## config.mk

```make
export PLATFORM = sky130hd
export DESIGN_NAME = enc_onehot2bin_buf
export DESIGN_NICKNAME = d
export VERILOG_FILES = /design/src/rtl/enc_onehot2bin_buf.sv
export SDC_FILE = /design/constraint.sdc
export NUM_CORES = 1
export LEC_CHECK = 0
export BUFFER_PORTS_ARGS = -buffer_cell sky130_fd_sc_hd__buf_4
export CAP_MARGIN = 20
export CORE_MARGIN = 2
export CORE_UTILIZATION = 52
export CTS_CLUSTER_DIAMETER = 30
export DETAILED_ROUTE_END_ITERATION = 12
export PLACE_DENSITY = 0.75
export SKIP_CTS_REPAIR_TIMING = 1
export SLEW_MARGIN = 30
export SYNTH_ARGS = -nofsm -noshare
export SYNTH_HDL_FRONTEND = slang
export SYNTH_SLANG_ARGS = --single-unit
```

## constraint.sdc

```tcl
create_clock -name clk -period 2.3 [get_ports clk]
set_input_delay 0.345 -clock clk [delete_from_list [all_inputs] [get_ports clk]]
set_output_delay 0.345 -clock clk [all_outputs]
set_load 0.01 [all_outputs]
```

## src/rtl/enc_onehot2bin_buf.sv

```systemverilog
// enc_onehot2bin_buf: one-hot to binary encoder with error flags, saturating error count and output FIFO
//   clk, rst             clock, asynchronous active-high reset
//   in_valid/in/in_ready upstream one-hot vector handshake (in_ready registered)
//   out_valid/out_idx/out_err_zero/out_err_multi/out_ready  FIFO head handshake
//   err_cnt, clr_err     saturating count of accepted bad vectors, synchronous clear
module enc_onehot2bin_buf #(
    parameter int W     = 15,
    parameter int IDXW  = 4,
    parameter int DEPTH = 2,
    parameter int ERRW  = 8
) (
    input  logic            clk,
    input  logic            rst,
    input  logic            in_valid,
    input  logic [W-1:0]    in,
    output logic            in_ready,
    output logic            out_valid,
    output logic [IDXW-1:0] out_idx,
    output logic            out_err_zero,
    output logic            out_err_multi,
    input  logic            out_ready,
    output logic [ERRW-1:0] err_cnt,
    input  logic            clr_err
);
    localparam int AW = (DEPTH > 1) ? $clog2(DEPTH) : 1;

    typedef struct packed {
        logic [IDXW-1:0] idx;
        logic            ez;
        logic            em;
    } ent_t;

    ent_t          mem [DEPTH];
    ent_t          enc;
    ent_t          head;
    logic [AW-1:0] wr_ptr, rd_ptr;
    logic [AW:0]   cnt, cnt_nxt;
    logic          push, pop;

    // Descending scan so the lowest set bit wins; x & (x-1) is nonzero iff two or more bits are set.
    always_comb begin
        enc.idx = '0;
        for (int i = W - 1; i >= 0; i--)
            if (in[i]) enc.idx = IDXW'(i);
        enc.ez = (in == '0);
        enc.em = |(in & (in - W'(1)));
    end

    assign push    = in_valid && in_ready;
    assign pop     = out_valid && out_ready;
    assign cnt_nxt = cnt + (AW+1)'(push) - (AW+1)'(pop);

    always_ff @(posedge clk or posedge rst) begin
        if (rst) begin
            wr_ptr   <= '0;
            rd_ptr   <= '0;
            cnt      <= '0;
            in_ready <= 1'b0;
            err_cnt  <= '0;
        end else begin
            wr_ptr   <= push ? wr_ptr + AW'(1) : wr_ptr;
            rd_ptr   <= pop ? rd_ptr + AW'(1) : rd_ptr;
            cnt      <= cnt_nxt;
            // Registered from the next occupancy, so a pop never combinationally frees a full FIFO.
            in_ready <= cnt_nxt < (AW+1)'(DEPTH);
            err_cnt  <= clr_err ? '0 :
                        (push && (enc.ez || enc.em) && !(&err_cnt)) ? err_cnt + ERRW'(1) : err_cnt;
        end
    end

    always_ff @(posedge clk)
        if (push) mem[wr_ptr] <= enc;

    assign out_valid     = (cnt != '0);
    assign head          = out_valid ? mem[rd_ptr] : '0;
    assign out_idx       = head.idx;
    assign out_err_zero  = head.ez;
    assign out_err_multi = head.em;
endmodule

```

# ---- Word level (Yosys, flattened, before mapping)
# Memories as Yosys holds them, arrays and structs flattened.
# Cells that the tools add are included.
dict set report word_totals {
  ff_bits 13
  ram_bits 12
  in_bits 20
  word_cells 45
  memories 1
}
# memory depth width rd rd_clocked_by_memory_dff write_ports line
set memory_table {}
lappend memory_table {mem 2 6 1 0 1 33} ;# ent_t mem [DEPTH];
dict set report classes {
  add_sub_neg 6
  magnitude_cmp 1
  mux 20
  n_bitwise 1
  reduce_logical 11
}
# operator count
set ops {}
lappend ops {{$mux 4} 15}
lappend ops {{$mux 8} 2}
lappend ops {{$and 15x15->15} 1}
lappend ops {{$logic_not 15->1} 1}
lappend ops {{$reduce_or 15->1} 1}
lappend ops {{$sub 15x1->15 const B} 1}
lappend ops {{$add 8x1->8 const B} 1}
lappend ops {{$reduce_and 8->1} 1}
lappend ops {{$mux 6} 1}
lappend ops {{$logic_and 1x1->1} 4}
lappend ops {{$reduce_bool 2->1} 2}
lappend ops {{$add 1x1->1 const B} 2}
lappend ops {{$add 2x1->2} 1}
lappend ops {{$lt 2x2->1 const B} 1}
lappend ops {{$mux 1} 2}
lappend ops {{$sub 2x1->2} 1}
lappend ops {{$logic_not 1->1} 1}
lappend ops {{$logic_or 1x1->1} 1}

# ---- Logic depth before layout (Yosys ltp)
# Gate-level depths: netlist (run 1).
dict set report depth {
  word_depth 15
  mapped_depth 8
}

# ---- Worst setup path before layout (run 1)
# Ideal clock, no wire load.
dict set report synth_path {
  path_kind {in2reg}
  start {in in[0]}
  end {reg err_cnt[1]}
  setup_ns 0.128
  arrival_ns 2.180
  path_slack_ns -0.008
  path_stages 8
  path_cell_list {or4_4 > buf_6 > o41ai_1 > nand4_1 > o31ai_2 > buf_6 > mux2i_1 > nor2_1}
}
dict set report synth_between {
  elab_chain_cells 7
  elab_cells_between_ends 8
  cone_classes {1 x add/sub; 1 x bitwise; 6 x reduce/logical}
}
# element line
set synth_rtl {}
lappend synth_rtl {{from (decl)} 15} ;# input logic [W-1:0] in,
lappend synth_rtl {{$sub 15x1->15} 46} ;# enc.em = |(in & (in - W'(1)));
lappend synth_rtl {{$and 15x15->15} 46}
lappend synth_rtl {{$reduce_or 15->1} 46}
lappend synth_rtl {{$logic_or 1x1->1 (*)} 67} ;# (push && (enc.ez || enc.em) && !(&err_cnt)) ? err_cnt + ERRW'(1) : err_cnt;
lappend synth_rtl {{$logic_and 1x1->1 (*) (2 in series)} 67}
lappend synth_rtl {{$reduce_bool 2->1 (no line) (*)} --}
lappend synth_rtl {{to (signal assigned)} 66} ;# err_cnt <= clr_err ? '0 :
lappend synth_rtl {{to (decl)} 22} ;# output logic [ERRW-1:0] err_cnt,
# Every way passes the cells marked *; elsewhere a longest branch is shown, timed or not.
# A chain may end at the register's enable or synchronous reset.

# ---- Worst setup path in the final report (run 1)
dict set report layout_path {
  start {in in[4]}
  end {reg err_cnt[2]}
}
# The elaborated chain is that of the path after synthesis.

==> metrics.txt, run 1 <==
# TYPE chip_impl_metric gauge
chip_impl_info{name="run_status",value="complete, no violations"} 1
chip_impl_metric{name="syn_area",unit="um^2"} 1390
chip_impl_metric{name="first_pass_grt_wire_length",unit="um"} 4640
chip_impl_metric{name="fmaxAchievable",unit="MHz"} 469
chip_impl_metric{name="antenna_cells",unit=""} 0
chip_impl_metric{name="placeableCoreArea",unit="um^2"} 2500
chip_impl_metric{name="port_buffers",unit=""} 35
chip_impl_metric{name="hold_viol",unit=""} 0
chip_impl_metric{name="clk_latency_worst_skew_pair",unit="ns"} 0.31
chip_impl_metric{name="drt_wl_total",unit="um"} 2680
chip_impl_metric{name="net_count_final",unit=""} 210
chip_impl_metric{name="power.share.sequential",unit="%"} 46.4
chip_impl_metric{name="switchingPower",unit="W"} 0.000462
chip_impl_metric{name="synth_compound_gate_area_share",unit="%"} 13.9
chip_impl_metric{name="internal_power",unit="W"} 0.000935
chip_impl_metric{name="cts.clk_slew.worst_paths",unit="ns"} 0.13
chip_impl_metric{name="maximum_capacitance_violations",unit=""} 0
chip_impl_metric{name="worst-path-max-fanout",unit=""} 7
chip_impl_metric{name="synthesis.nets",unit=""} 159
chip_impl_info{name="hp-class",value="in -> async"} 1
chip_impl_metric{name="postPlaceCellArea",unit="um^2"} 1780
chip_impl_info{name="worst-setup-path-type",value="in -> reg"} 1
chip_impl_metric{name="ir_worst_vdd",unit="mV"} 0.670
chip_impl_info{name="root_buffer",value="clkbuf_4"} 1
chip_impl_metric{name="first_pass_iters",unit=""} 4
chip_impl_metric{name="total_of_warnings_raised_by_yosys",unit=""} 0
chip_impl_metric{name="synthesis.area_per_instance",unit="um^2"} 10.2
chip_impl_metric{name="dr_total_vias",unit=""} 1179
chip_impl_metric{name="routed_via_density",unit=""} 5.46
chip_impl_metric{name="switching_part_of_the_total",unit="%"} 33.1
chip_impl_metric{name="static-leakage-power",unit="nW"} 0.807
chip_impl_metric{name="worstMarginPinSlew",unit="ns"} 0.497
chip_impl_metric{name="overflow",unit=""} 0
chip_impl_info{name="main_combinational_cell_family_by_area_after_synthesis",value="simple AND/OR/NAND/NOR gates"} 1
chip_impl_info{name="synth_top_flop_cell",value="dfrtp_1"} 1
chip_impl_metric{name="totalPowerFinal",unit="W"} 0.00140
chip_impl_metric{name="first_global_vias",unit=""} 1098
chip_impl_metric{name="die_y",unit="um"} 55.8
chip_impl_info{name="leading_cell_types_in_the_layout_fill_and_taps_excluded",value="51 x buf_4, 19 x nor2_1, 13 x dfrtp_1"} 1
chip_impl_info{name="rsz_0062_raised_after_global_routing",value="false"} 1
chip_impl_metric{name="power_density",unit="nW/um^2"} 767
chip_impl_metric{name="timing.final.setup_violations",unit=""} 0
chip_impl_metric{name="fp-row-count",unit=""} 18
chip_impl_info{name="crit_path_start_kind",value="input pin"} 1
chip_impl_info{name="tritoncts",value="built"} 1
chip_impl_metric{name="final_min_period_over_clock_period",unit="%"} 92.7
chip_impl_metric{name="gpl.final_weighted_congestion",unit=""} 0.774
chip_impl_metric{name="clock_power_share",unit="%"} 13.1
chip_impl_metric{name="synthSimpleGateAreaFrac",unit="%"} 19.3
chip_impl_metric{name="synthToLayoutAreaGrowth",unit="%"} 30.6
chip_impl_metric{name="die_area",unit="um^2"} 3110
chip_impl_metric{name="cts.path.max_buffers",unit=""} 2
chip_impl_metric{name="post_synth_mux_area_share",unit="%"} 5.03
chip_impl_info{name="worst_setup_path_end_kind",value="flip-flop"} 1
chip_impl_metric{name="ios",unit=""} 36
chip_impl_metric{name="synth_seq_cells",unit=""} 25
chip_impl_metric{name="nFillCells",unit=""} 197
chip_impl_metric{name="yosys.cell_types.count",unit=""} 40
chip_impl_metric{name="finClkSkew",unit="ns"} 0.00969
chip_impl_metric{name="post-route-cell-area",unit="um^2"} 1820
chip_impl_metric{name="groute.usage.overall",unit="%"} 18.3
chip_impl_metric{name="crit_arrival",unit="ns"} 2.33
chip_impl_metric{name="syn-instance-count",unit=""} 136
chip_impl_info{name="layout_commonest_cell",value="buf_4"} 1
chip_impl_metric{name="synth-edff-count",unit=""} 12
chip_impl_metric{name="first_iter_violations",unit=""} 44
chip_impl_metric{name="worst_ep_required",unit="ns"} 2.50
chip_impl_metric{name="numCtsBuffers",unit=""} 3
chip_impl_metric{name="grt_antenna_before_repair",unit=""} 0
chip_impl_metric{name="min_period",unit="ns"} 2.13
chip_impl_metric{name="post_synth_arst_share",unit="%"} 52.0
chip_impl_metric{name="wl_per_cell",unit="um"} 12.4
chip_impl_metric{name="whs",unit="ns"} 0.0441
chip_impl_metric{name="dpl.hpwl",unit="um"} 2100
chip_impl_metric{name="cts_max_level",unit=""} 1
chip_impl_metric{name="initial_cell_density_of_the_core",unit="%"} 55.8
chip_impl_metric{name="sequential_cell_area_fraction_in_the_yosys_report",unit="%"} 49.2
chip_impl_metric{name="final_layout_size_suffix_gt1_share",unit="%"} 33.3
chip_impl_metric{name="p_comb_share",unit="%"} 40.5
chip_impl_metric{name="post-route-drc-count",unit=""} 0
chip_impl_metric{name="drtAntennaViolNets",unit=""} 0
chip_impl_metric{name="grt_start_max_net_pins",unit=""} 14
chip_impl_metric{name="slew_viol_final",unit=""} 0
chip_impl_metric{name="preCtsSetupSlack",unit="ns"} -0.175
chip_impl_metric{name="slew-limit-headroom",unit="%"} 66.8
chip_impl_metric{name="cts_sinks",unit=""} 25
chip_impl_metric{name="synth_adder_area_share",unit="%"} 4.13
chip_impl_metric{name="floorplan.die.width",unit="um"} 55.8
chip_impl_metric{name="synth_xor_area_share",unit="%"} 3.77
chip_impl_metric{name="postLayoutSetupSlackWorst",unit="ns"} 0.169
power by group through the flow:
| stage | sequential, W | clock [W] | combinational (W) |
|---|---|---|---|
| CTS | 0.000651 | 0.000190 | 0.000570 |
| finish | 0.000648 | 0.000183 | 0.000566 |
| global placement | 0.000653 | 0 | 0.000553 |
| global route | 0.000663 | 0.000211 | 0.000629 |
| floorplan | 0.000629 | 0 | 0.000350 |
| detailed placement | 0.000662 | 0 | 0.000565 |
area by class of cell:
type,count,area [um^2],area share [%]
clock buffers,4,26.3,1.44
well taps,30,37.5,2.06
repair buffers,51,383,21.0
flip-flops and latches,25,686,37.7
multi-input cells,98,658,36.2
inverters,8,30.0,1.65
flip-flops by register name, indices dropped and copies added (netlist names):
| signal | flops |
|---|---|
| rd_ptr | 1 |
| mem | 12 |
| err_cnt | 8 |
| in_ready | 1 |
| cnt | 2 |
| wr_ptr | 1 |
through the flow:
stage                     TNS, ns  util, %  cells
after CTS                       0     72.2    216
after global routing            0     72.8    216
after floorplan                 0        -    136
final                           0     72.8    216
after detailed placement    -1.06     71.2    212
after global placement     -0.443     71.2    212
cell usage after synthesis, types with 2 or more instances:
master	n	area (um^2)
ha_1	3	37.5
o21ai_0	2	10.0
o21ai_1	5	25.0
nand3_1	5	25.0
and3_1	3	18.8
or4_1	3	22.5
inv_1	8	30.0
edfxtp_1	12	360
xnor2_1	3	26.3
xor2_1	3	26.3
a21oi_1	7	35.0
dfrtp_1	13	325
nor2_1	19	71.3
or3_1	6	37.5
nand4_1	2	12.5
nor3_1	4	20.0
o21bai_1	2	15.0
mux2i_1	7	70.1
buf_6	2	22.5
maj3_1	2	20.0
or2_2	3	18.8
o41ai_1	4	35.0
critical path, cell delays in order:
cell	delay (ns)
buf_4	0.11
or4_1	0.67
o31ai_1	0.31
nand4_1	0.19
buf_4	0.18
o311ai_1	0.30
xor2_1	0.17
nor2_1	0.05
path summary, 6_finish.rpt:
kind | from | end | slack [ns] | cells past startpoint
hold / removal | rst | cnt[0] | 0.04 | 2
hold reg to reg | wr_ptr | wr_ptr | 0.51 | 1
min in group clk | clr_err | err_cnt[3] | 0.23 | 2
setup reg to reg | err_cnt[2] | err_cnt[4] | 0.33 | 7
max in group asynchronous | rst | err_cnt[2] | 1.91 | 2
setup / recovery | in[4] | err_cnt[2] | 0.17 | 8
routing by layer:
layer,global-route usage [%],vias up,part of all wire [%]
met3,3.02,2,4.2
met5,0,-,0
met4,5.23,0,0.60
li1,-,609,-
met2,31.6,26,50
met1,23.6,542,45
cells by family (layout without fill, tap and decap cells):
kind of cell	count (synthesis)	after routing
xor+xnor	6	6
fa+ha+maj	5	5
buf+inv	13	63
mux	7	7
compound gates	29	29
simple gates	51	51
flops	25	25
Note: power is estimated with default switching activity, not from simulation.
==> run 2: changes to the inputs <==
--- a/config.mk
+++ b/config.mk
@@ -11,6 +11,7 @@
 export CORE_UTILIZATION = 52
 export CTS_CLUSTER_DIAMETER = 30
 export DETAILED_ROUTE_END_ITERATION = 12
+export MAX_ROUTING_LAYER = met4
 export PLACE_DENSITY = 0.75
 export SKIP_CTS_REPAIR_TIMING = 1
 export SLEW_MARGIN = 30
==> run 2 against run 1 <==
Net effect: flip-flop and latch count is the same; global-route usage grew 1.0 points; critical path depth is the same; non-clock buffer count is the same; count of clock-buffer cells in the layout shrank 1; largest cell class unchanged.
==> metrics.txt, run 2 (same netlist as run 1, synthesis figures left out) <==
# TYPE chip_impl_metric gauge
chip_impl_metric{name="placeableCoreArea",unit="um^2"} 2500
chip_impl_metric{name="ir_worst_vdd",unit="mV"} 0.666
chip_impl_metric{name="largest_register_ff_count",unit=""} 12
chip_impl_metric{name="worst-path-max-fanout",unit=""} 12
chip_impl_metric{name="post-route-drc-count",unit=""} 0
chip_impl_metric{name="final_cell_count_no_fill",unit=""} 216
chip_impl_metric{name="groute.usage.overall",unit="%"} 19.4
chip_impl_metric{name="post-route-cell-area",unit="um^2"} 1810
chip_impl_metric{name="net_count_final",unit=""} 210
chip_impl_metric{name="hold_viol",unit=""} 0
chip_impl_metric{name="finClkSkew",unit="ns"} 0.0164
chip_impl_metric{name="drt_wl_total",unit="um"} 2780
chip_impl_metric{name="static-leakage-power",unit="nW"} 0.807
chip_impl_metric{name="timing.final.setup_violations",unit=""} 0
chip_impl_metric{name="ios",unit=""} 36
chip_impl_info{name="tritoncts",value="built"} 1
chip_impl_info{name="critical_path.top_delay_family",value="simple AND/OR/NAND/NOR gates"} 1
chip_impl_info{name="run_status",value="complete, no violations"} 1
chip_impl_metric{name="grt_antenna_before_repair",unit=""} 0
chip_impl_info{name="leading_cell_types_in_the_layout_fill_and_taps_excluded",value="51 x buf_4, 19 x nor2_1, 13 x dfrtp_1"} 1
chip_impl_info{name="cpMaxStageDelayCell",value="or4_1"} 1
chip_impl_metric{name="fp-row-count",unit=""} 18
chip_impl_metric{name="total_area_of_multi_input_combinational_cells",unit="um^2"} 651
chip_impl_metric{name="slew-limit-headroom",unit="%"} 65.5
chip_impl_metric{name="cts_sinks",unit=""} 25
chip_impl_metric{name="preCtsSetupSlack",unit="ns"} -0.235
chip_impl_metric{name="routed_via_density",unit=""} 5.53
chip_impl_metric{name="power_density",unit="nW/um^2"} 773
chip_impl_metric{name="first_pass_iters",unit=""} 4
chip_impl_metric{name="dpl.hpwl",unit="um"} 2190
chip_impl_info{name="cp_cell_sequence",value="buf_4 > or4_1 > o41ai_1 > nand4_1 > o31ai_2 > buf_4 > mux2i_1 > nor2_1"} 1
chip_impl_metric{name="cts_max_level",unit=""} 1
chip_impl_metric{name="final_min_period_over_clock_period",unit="%"} 95.6
chip_impl_metric{name="dr_total_vias",unit=""} 1194
chip_impl_metric{name="first_pass_grt_wire_length",unit="um"} 4710
chip_impl_metric{name="maximum_capacitance_violations",unit=""} 0
chip_impl_metric{name="overflow",unit=""} 0
chip_impl_info{name="crit_path_frequent_cell",value="buf_4"} 1
chip_impl_metric{name="die_y",unit="um"} 55.8
chip_impl_metric{name="whs",unit="ns"} 0.0459
chip_impl_metric{name="initial_cell_density_of_the_core",unit="%"} 55.8
chip_impl_metric{name="cts.clk_slew.worst_paths",unit="ns"} 0.14
chip_impl_metric{name="first_global_vias",unit=""} 1094
chip_impl_metric{name="postLayoutSetupSlackWorst",unit="ns"} 0.102
chip_impl_info{name="largest_registers",value="mem (12), err_cnt (8), cnt (2)"} 1
chip_impl_metric{name="antenna_cells",unit=""} 0
chip_impl_info{name="layout_commonest_cell",value="buf_4"} 1
chip_impl_metric{name="fmaxAchievable",unit="MHz"} 455
chip_impl_metric{name="nFillCells",unit=""} 181
chip_impl_metric{name="port_buffers",unit=""} 35
chip_impl_metric{name="synthToLayoutAreaGrowth",unit="%"} 30.2
chip_impl_metric{name="clk_latency_worst_skew_pair",unit="ns"} 0.31
chip_impl_metric{name="regArea",unit="um^2"} 686
chip_impl_metric{name="numCtsBuffers",unit=""} 3
chip_impl_metric{name="wl_per_cell",unit="um"} 12.9
chip_impl_metric{name="grt_start_max_net_pins",unit=""} 15
chip_impl_metric{name="crit_arrival",unit="ns"} 2.42
chip_impl_metric{name="place_inst",unit=""} 212
chip_impl_metric{name="first_iter_violations",unit=""} 35
chip_impl_metric{name="worst_ep_required",unit="ns"} 2.52
chip_impl_metric{name="drtAntennaViolNets",unit=""} 0
chip_impl_metric{name="min_period",unit="ns"} 2.20
chip_impl_metric{name="postPlaceCellArea",unit="um^2"} 1780
chip_impl_metric{name="gpl.final_weighted_congestion",unit=""} 0.783
chip_impl_metric{name="critPathBufInv",unit=""} 2
chip_impl_metric{name="final_layout_size_suffix_gt1_share",unit="%"} 33.3
chip_impl_metric{name="worstMarginPinSlew",unit="ns"} 0.517
chip_impl_metric{name="die_area",unit="um^2"} 3110
chip_impl_info{name="worst-setup-path-type",value="in -> reg"} 1
chip_impl_metric{name="critical-path-max-stage-delay",unit="ns"} 0.66
chip_impl_metric{name="floorplan.die.width",unit="um"} 55.8
chip_impl_info{name="crit_path_start_kind",value="input pin"} 1
chip_impl_info{name="worst_setup_path_end_kind",value="flip-flop"} 1
chip_impl_metric{name="slew_viol_final",unit=""} 0
chip_impl_info{name="registers.top_by_ff_count",value="mem"} 1
chip_impl_info{name="hp-class",value="in -> async"} 1
chip_impl_metric{name="cts.path.max_buffers",unit=""} 2
chip_impl_metric{name="final_standard_cell_utilization_of_the_core",unit="%"} 72.6
chip_impl_info{name="root_buffer",value="clkbuf_4"} 1
## run 2: cell types whose count changed in the layout (fill, tap and decap cells not counted), sizes merged
cell    delta
clkinv     +1
clkbuf     -1
## run 2: final timing paths
kind / startpoint / end / slack (ns) / cells past startpoint
hold reg to reg: wr_ptr / wr_ptr / 0.52 / 1
hold / removal: rst / in_ready / 0.05 / 2
min in group clk: clr_err / err_cnt[7] / 0.23 / 2
max in group asynchronous: rst / err_cnt[3] / 1.89 / 2
setup reg to reg: err_cnt[2] / err_cnt[3] / 0.24 / 7
setup / recovery: in[4] / err_cnt[1] / 0.10 / 8
## run 2: power breakdown
group	total [W]	leakage, nW	switching, W	internal [W]
sequential	0.000647	0.279	0.0000755	0.000571
combinational	0.000569	0.510	0.000273	0.000296
clock	0.000186	0.0177	0.000121	0.0000647
total	0.00140	0.807	0.000470	0.000932
## run 2: metal layers
layer / up-vias / GRT usage (%) / wire, um
met5: - / - / 0
met4: 0 / 4.53 / 16
met3: 2 / 2.79 / 131
met2: 36 / 33.7 / 1460
met1: 553 / 23.9 / 1180
li1: 603 / - / -
## run 2: metrics by stage
stage / power, W / TNS (ns)
final: 0.00140 / 0
after global routing: 0.00151 / -0.00480
after CTS: 0.00142 / 0
after detailed placement: 0.00123 / -1.41
after global placement: 0.00121 / -0.448
after floorplan: 0.000979 / 0
## run 2: final cells by class
cell class,instances,share of cell area (%)
clock buffer,3,1.24
inverter,8,1.66
timing repair buffer,51,21.1
sequential,25,37.8
multi-input combinational,98,35.9
tap,30,2.07
clock inverter,1,0.276
==> run 3: changes to the inputs <==
--- a/config.mk
+++ b/config.mk
@@ -7,7 +7,6 @@
 export LEC_CHECK = 0
 export BUFFER_PORTS_ARGS = -buffer_cell sky130_fd_sc_hd__buf_4
 export CAP_MARGIN = 20
-export CORE_MARGIN = 2
 export CORE_UTILIZATION = 52
 export CTS_CLUSTER_DIAMETER = 30
 export DETAILED_ROUTE_END_ITERATION = 12
==> run 3 against run 2 <==
Net effect: global-route usage is 2.1 points higher; sequential share of layout area is 0.16 points lower; final cell count stayed put; first-iteration DRC count is 57% lower; clock power is 2% higher; via count is 1.1% lower; clock skew is 0.0058 ns lower; design area is 0.41% higher; fmax is 1.6% higher.
==> metrics.txt, run 3 (same netlist as run 1, synthesis figures left out) <==
# TYPE chip_impl_metric gauge
chip_impl_metric{name="grt_start_max_net_pins",unit=""} 15
chip_impl_metric{name="final_min_period_over_clock_period",unit="%"} 94.1
chip_impl_metric{name="slew_viol_final",unit=""} 0
chip_impl_info{name="root_buffer",value="clkbuf_4"} 1
chip_impl_metric{name="final_cell_count_no_fill",unit=""} 216
chip_impl_metric{name="cts_sinks",unit=""} 25
chip_impl_info{name="rsz_0062_raised_after_global_routing",value="false"} 1
chip_impl_metric{name="cts.clk_slew.worst_paths",unit="ns"} 0.14
chip_impl_metric{name="first_iter_violations",unit=""} 15
chip_impl_metric{name="slew-limit-headroom",unit="%"} 66.5
chip_impl_metric{name="whs",unit="ns"} 0.0367
chip_impl_info{name="run_status",value="complete, no violations"} 1
chip_impl_metric{name="post-route-drc-count",unit=""} 0
chip_impl_info{name="highest_routing_layer_actually_used",value="met4"} 1
chip_impl_info{name="worst-setup-path-type",value="in -> reg"} 1
chip_impl_metric{name="metal2_wl",unit="um"} 1350
chip_impl_info{name="leading_cell_types_in_the_layout_fill_and_taps_excluded",value="51 x buf_4, 19 x nor2_1, 13 x dfrtp_1"} 1
chip_impl_metric{name="place_inst",unit=""} 212
chip_impl_info{name="hp-class",value="in -> async"} 1
chip_impl_metric{name="clk_latency_worst_skew_pair",unit="ns"} 0.31
chip_impl_metric{name="postLayoutSetupSlackWorst",unit="ns"} 0.136
chip_impl_metric{name="net_count_final",unit=""} 210
chip_impl_info{name="r2r-start",value="err_cnt[2]"} 1
chip_impl_metric{name="r2r_cells",unit=""} 7
chip_impl_info{name="registers.top_by_ff_count",value="mem"} 1
chip_impl_metric{name="min_period",unit="ns"} 2.16
chip_impl_metric{name="final_layout_size_suffix_gt1_share",unit="%"} 33.9
chip_impl_metric{name="finClkSkew",unit="ns"} 0.0106
chip_impl_metric{name="wl_per_cell",unit="um"} 12.4
chip_impl_metric{name="gpl.final_weighted_congestion",unit=""} 0.805
chip_impl_metric{name="static-leakage-power",unit="nW"} 0.810
chip_impl_metric{name="dr_total_vias",unit=""} 1181
chip_impl_metric{name="synthToLayoutAreaGrowth",unit="%"} 30.7
chip_impl_metric{name="cts.path.max_buffers",unit=""} 2
chip_impl_metric{name="met3WireLength",unit="um"} 122
chip_impl_metric{name="drtAntennaViolNets",unit=""} 0
chip_impl_info{name="cpMaxStageDelayCell",value="or4_1"} 1
chip_impl_info{name="worst_setup_path_end_kind",value="flip-flop"} 1
chip_impl_info{name="crit_path_frequent_cell",value="buf_4"} 1
chip_impl_metric{name="drt_wl_total",unit="um"} 2680
chip_impl_metric{name="fp-row-count",unit=""} 18
chip_impl_metric{name="ff2ff_setup_slack",unit="ns"} 0.27
chip_impl_metric{name="worst-path-max-fanout",unit=""} 7
chip_impl_metric{name="levels_on_crit_path",unit=""} 8
chip_impl_metric{name="overflow",unit=""} 0
chip_impl_metric{name="largest_register_ff_count",unit=""} 12
chip_impl_info{name="crit_path_start_kind",value="input pin"} 1
chip_impl_metric{name="critPathBufInv",unit=""} 2
chip_impl_metric{name="initial_cell_density_of_the_core",unit="%"} 55.8
chip_impl_metric{name="totalPowerFinal",unit="W"} 0.00141
chip_impl_metric{name="maximum_capacitance_violations",unit=""} 0
chip_impl_metric{name="placeableCoreArea",unit="um^2"} 2500
chip_impl_metric{name="routed_via_density",unit=""} 5.47
chip_impl_metric{name="worst_ep_required",unit="ns"} 2.52
chip_impl_metric{name="antenna_cells",unit=""} 0
chip_impl_metric{name="groute.usage.overall",unit="%"} 21.5
chip_impl_metric{name="crit_arrival",unit="ns"} 2.38
chip_impl_metric{name="ir_worst_vdd",unit="mV"} 0.739
chip_impl_metric{name="cts_max_level",unit=""} 1
chip_impl_metric{name="final_standard_cell_utilization_of_the_core",unit="%"} 72.9
chip_impl_metric{name="ios",unit=""} 36
chip_impl_metric{name="floorplan.die.width",unit="um"} 53.8
chip_impl_metric{name="hold_viol",unit=""} 0
chip_impl_info{name="tritoncts",value="built"} 1
chip_impl_metric{name="first_global_vias",unit=""} 1044
chip_impl_metric{name="regArea",unit="um^2"} 686
chip_impl_metric{name="worstMarginPinSlew",unit="ns"} 0.503
chip_impl_info{name="critical_path.endpoint",value="err_cnt[2]"} 1
chip_impl_metric{name="total_area_of_multi_input_combinational_cells",unit="um^2"} 658
chip_impl_metric{name="power_density",unit="nW/um^2"} 772
chip_impl_metric{name="dpl.hpwl",unit="um"} 2100
chip_impl_info{name="cp_cell_sequence",value="buf_4 > or4_1 > o41ai_1 > nand4_1 > buf_4 > o311ai_1 > xor2_1 > nor2_1"} 1
chip_impl_metric{name="die_y",unit="um"} 53.8
chip_impl_metric{name="first_pass_grt_wire_length",unit="um"} 4290
chip_impl_info{name="critical_path.reg2reg.endpoint",value="err_cnt[7]"} 1
chip_impl_metric{name="timing.final.setup_violations",unit=""} 0
chip_impl_metric{name="port_buffers",unit=""} 35
chip_impl_metric{name="fmaxAchievable",unit="MHz"} 462
chip_impl_metric{name="critical-path-max-stage-delay",unit="ns"} 0.67
chip_impl_info{name="layout_commonest_cell",value="buf_4"} 1
chip_impl_info{name="critPathLaunch",value="in[4]"} 1
chip_impl_metric{name="die_area",unit="um^2"} 2890
chip_impl_metric{name="numCtsBuffers",unit=""} 3
chip_impl_metric{name="nFillCells",unit=""} 194
chip_impl_info{name="largest_registers",value="mem (12), err_cnt (8), cnt (2)"} 1
chip_impl_metric{name="grt_antenna_before_repair",unit=""} 0
chip_impl_metric{name="m1WireLength",unit="um"} 1180
chip_impl_info{name="critical_path.top_delay_family",value="simple AND/OR/NAND/NOR gates"} 1
chip_impl_metric{name="preCtsSetupSlack",unit="ns"} -0.166
chip_impl_metric{name="first_pass_iters",unit=""} 4
==> run 3: cell count changes in the layout (fill, tap and decap cells not counted) <==
cell     previous run  this run
o41ai_1             3         2
o41ai_2             1         2
==> run 3: cell type report <==
| class | instances | share of cell area (%) |
|---|---|---|
| inverters | 8 | 1.65 |
| flip-flops and latches | 25 | 37.6 |
| well taps | 30 | 2.06 |
| multi-input cells | 98 | 36.1 |
| clock inverters | 1 | 0.275 |
| repair buffers | 51 | 21.0 |
| clock buffers | 3 | 1.24 |
==> run 3: routing by layer <==
metal / up-vias / GRT usage (%)
li1: 604 / -
met1: 535 / 25.0
met2: 38 / 37.0
met3: 4 / 3.67
met4: 0 / 7.46
met5: - / -
==> run 3: how the worst min path moves through the flow <==
| stage | from | end | slack [ns] | cells past startpoint |
|---|---|---|---|---|
| after floorplan | rst | cnt[0] | 0.22 | 1 |
| after global placement | rst | in_ready | 0.39 | 2 |
| after detailed placement | rst | in_ready | 0.40 | 2 |
| after global routing | rst | err_cnt[7] | 0.07 | 2 |
| final | rst | err_cnt[6] | 0.04 | 2 |
| after CTS | rst | err_cnt[6] | 0.05 | 2 |
==> run 3: power by group <==
part	switching (W)	total, W	internal (W)
clock	0.000125	0.000190	0.0000649
combinational	0.000271	0.000567	0.000296
sequential	0.0000778	0.000649	0.000572
total	0.000474	0.00141	0.000932
==> run 3: metrics by stage <==
step	setup TNS [ns]	area (um^2)
CTS	0	1810
finish	0	1820
global route	0	1820
floorplan	0	1390
global placement	-0.449	1780
detailed placement	-0.903	1780
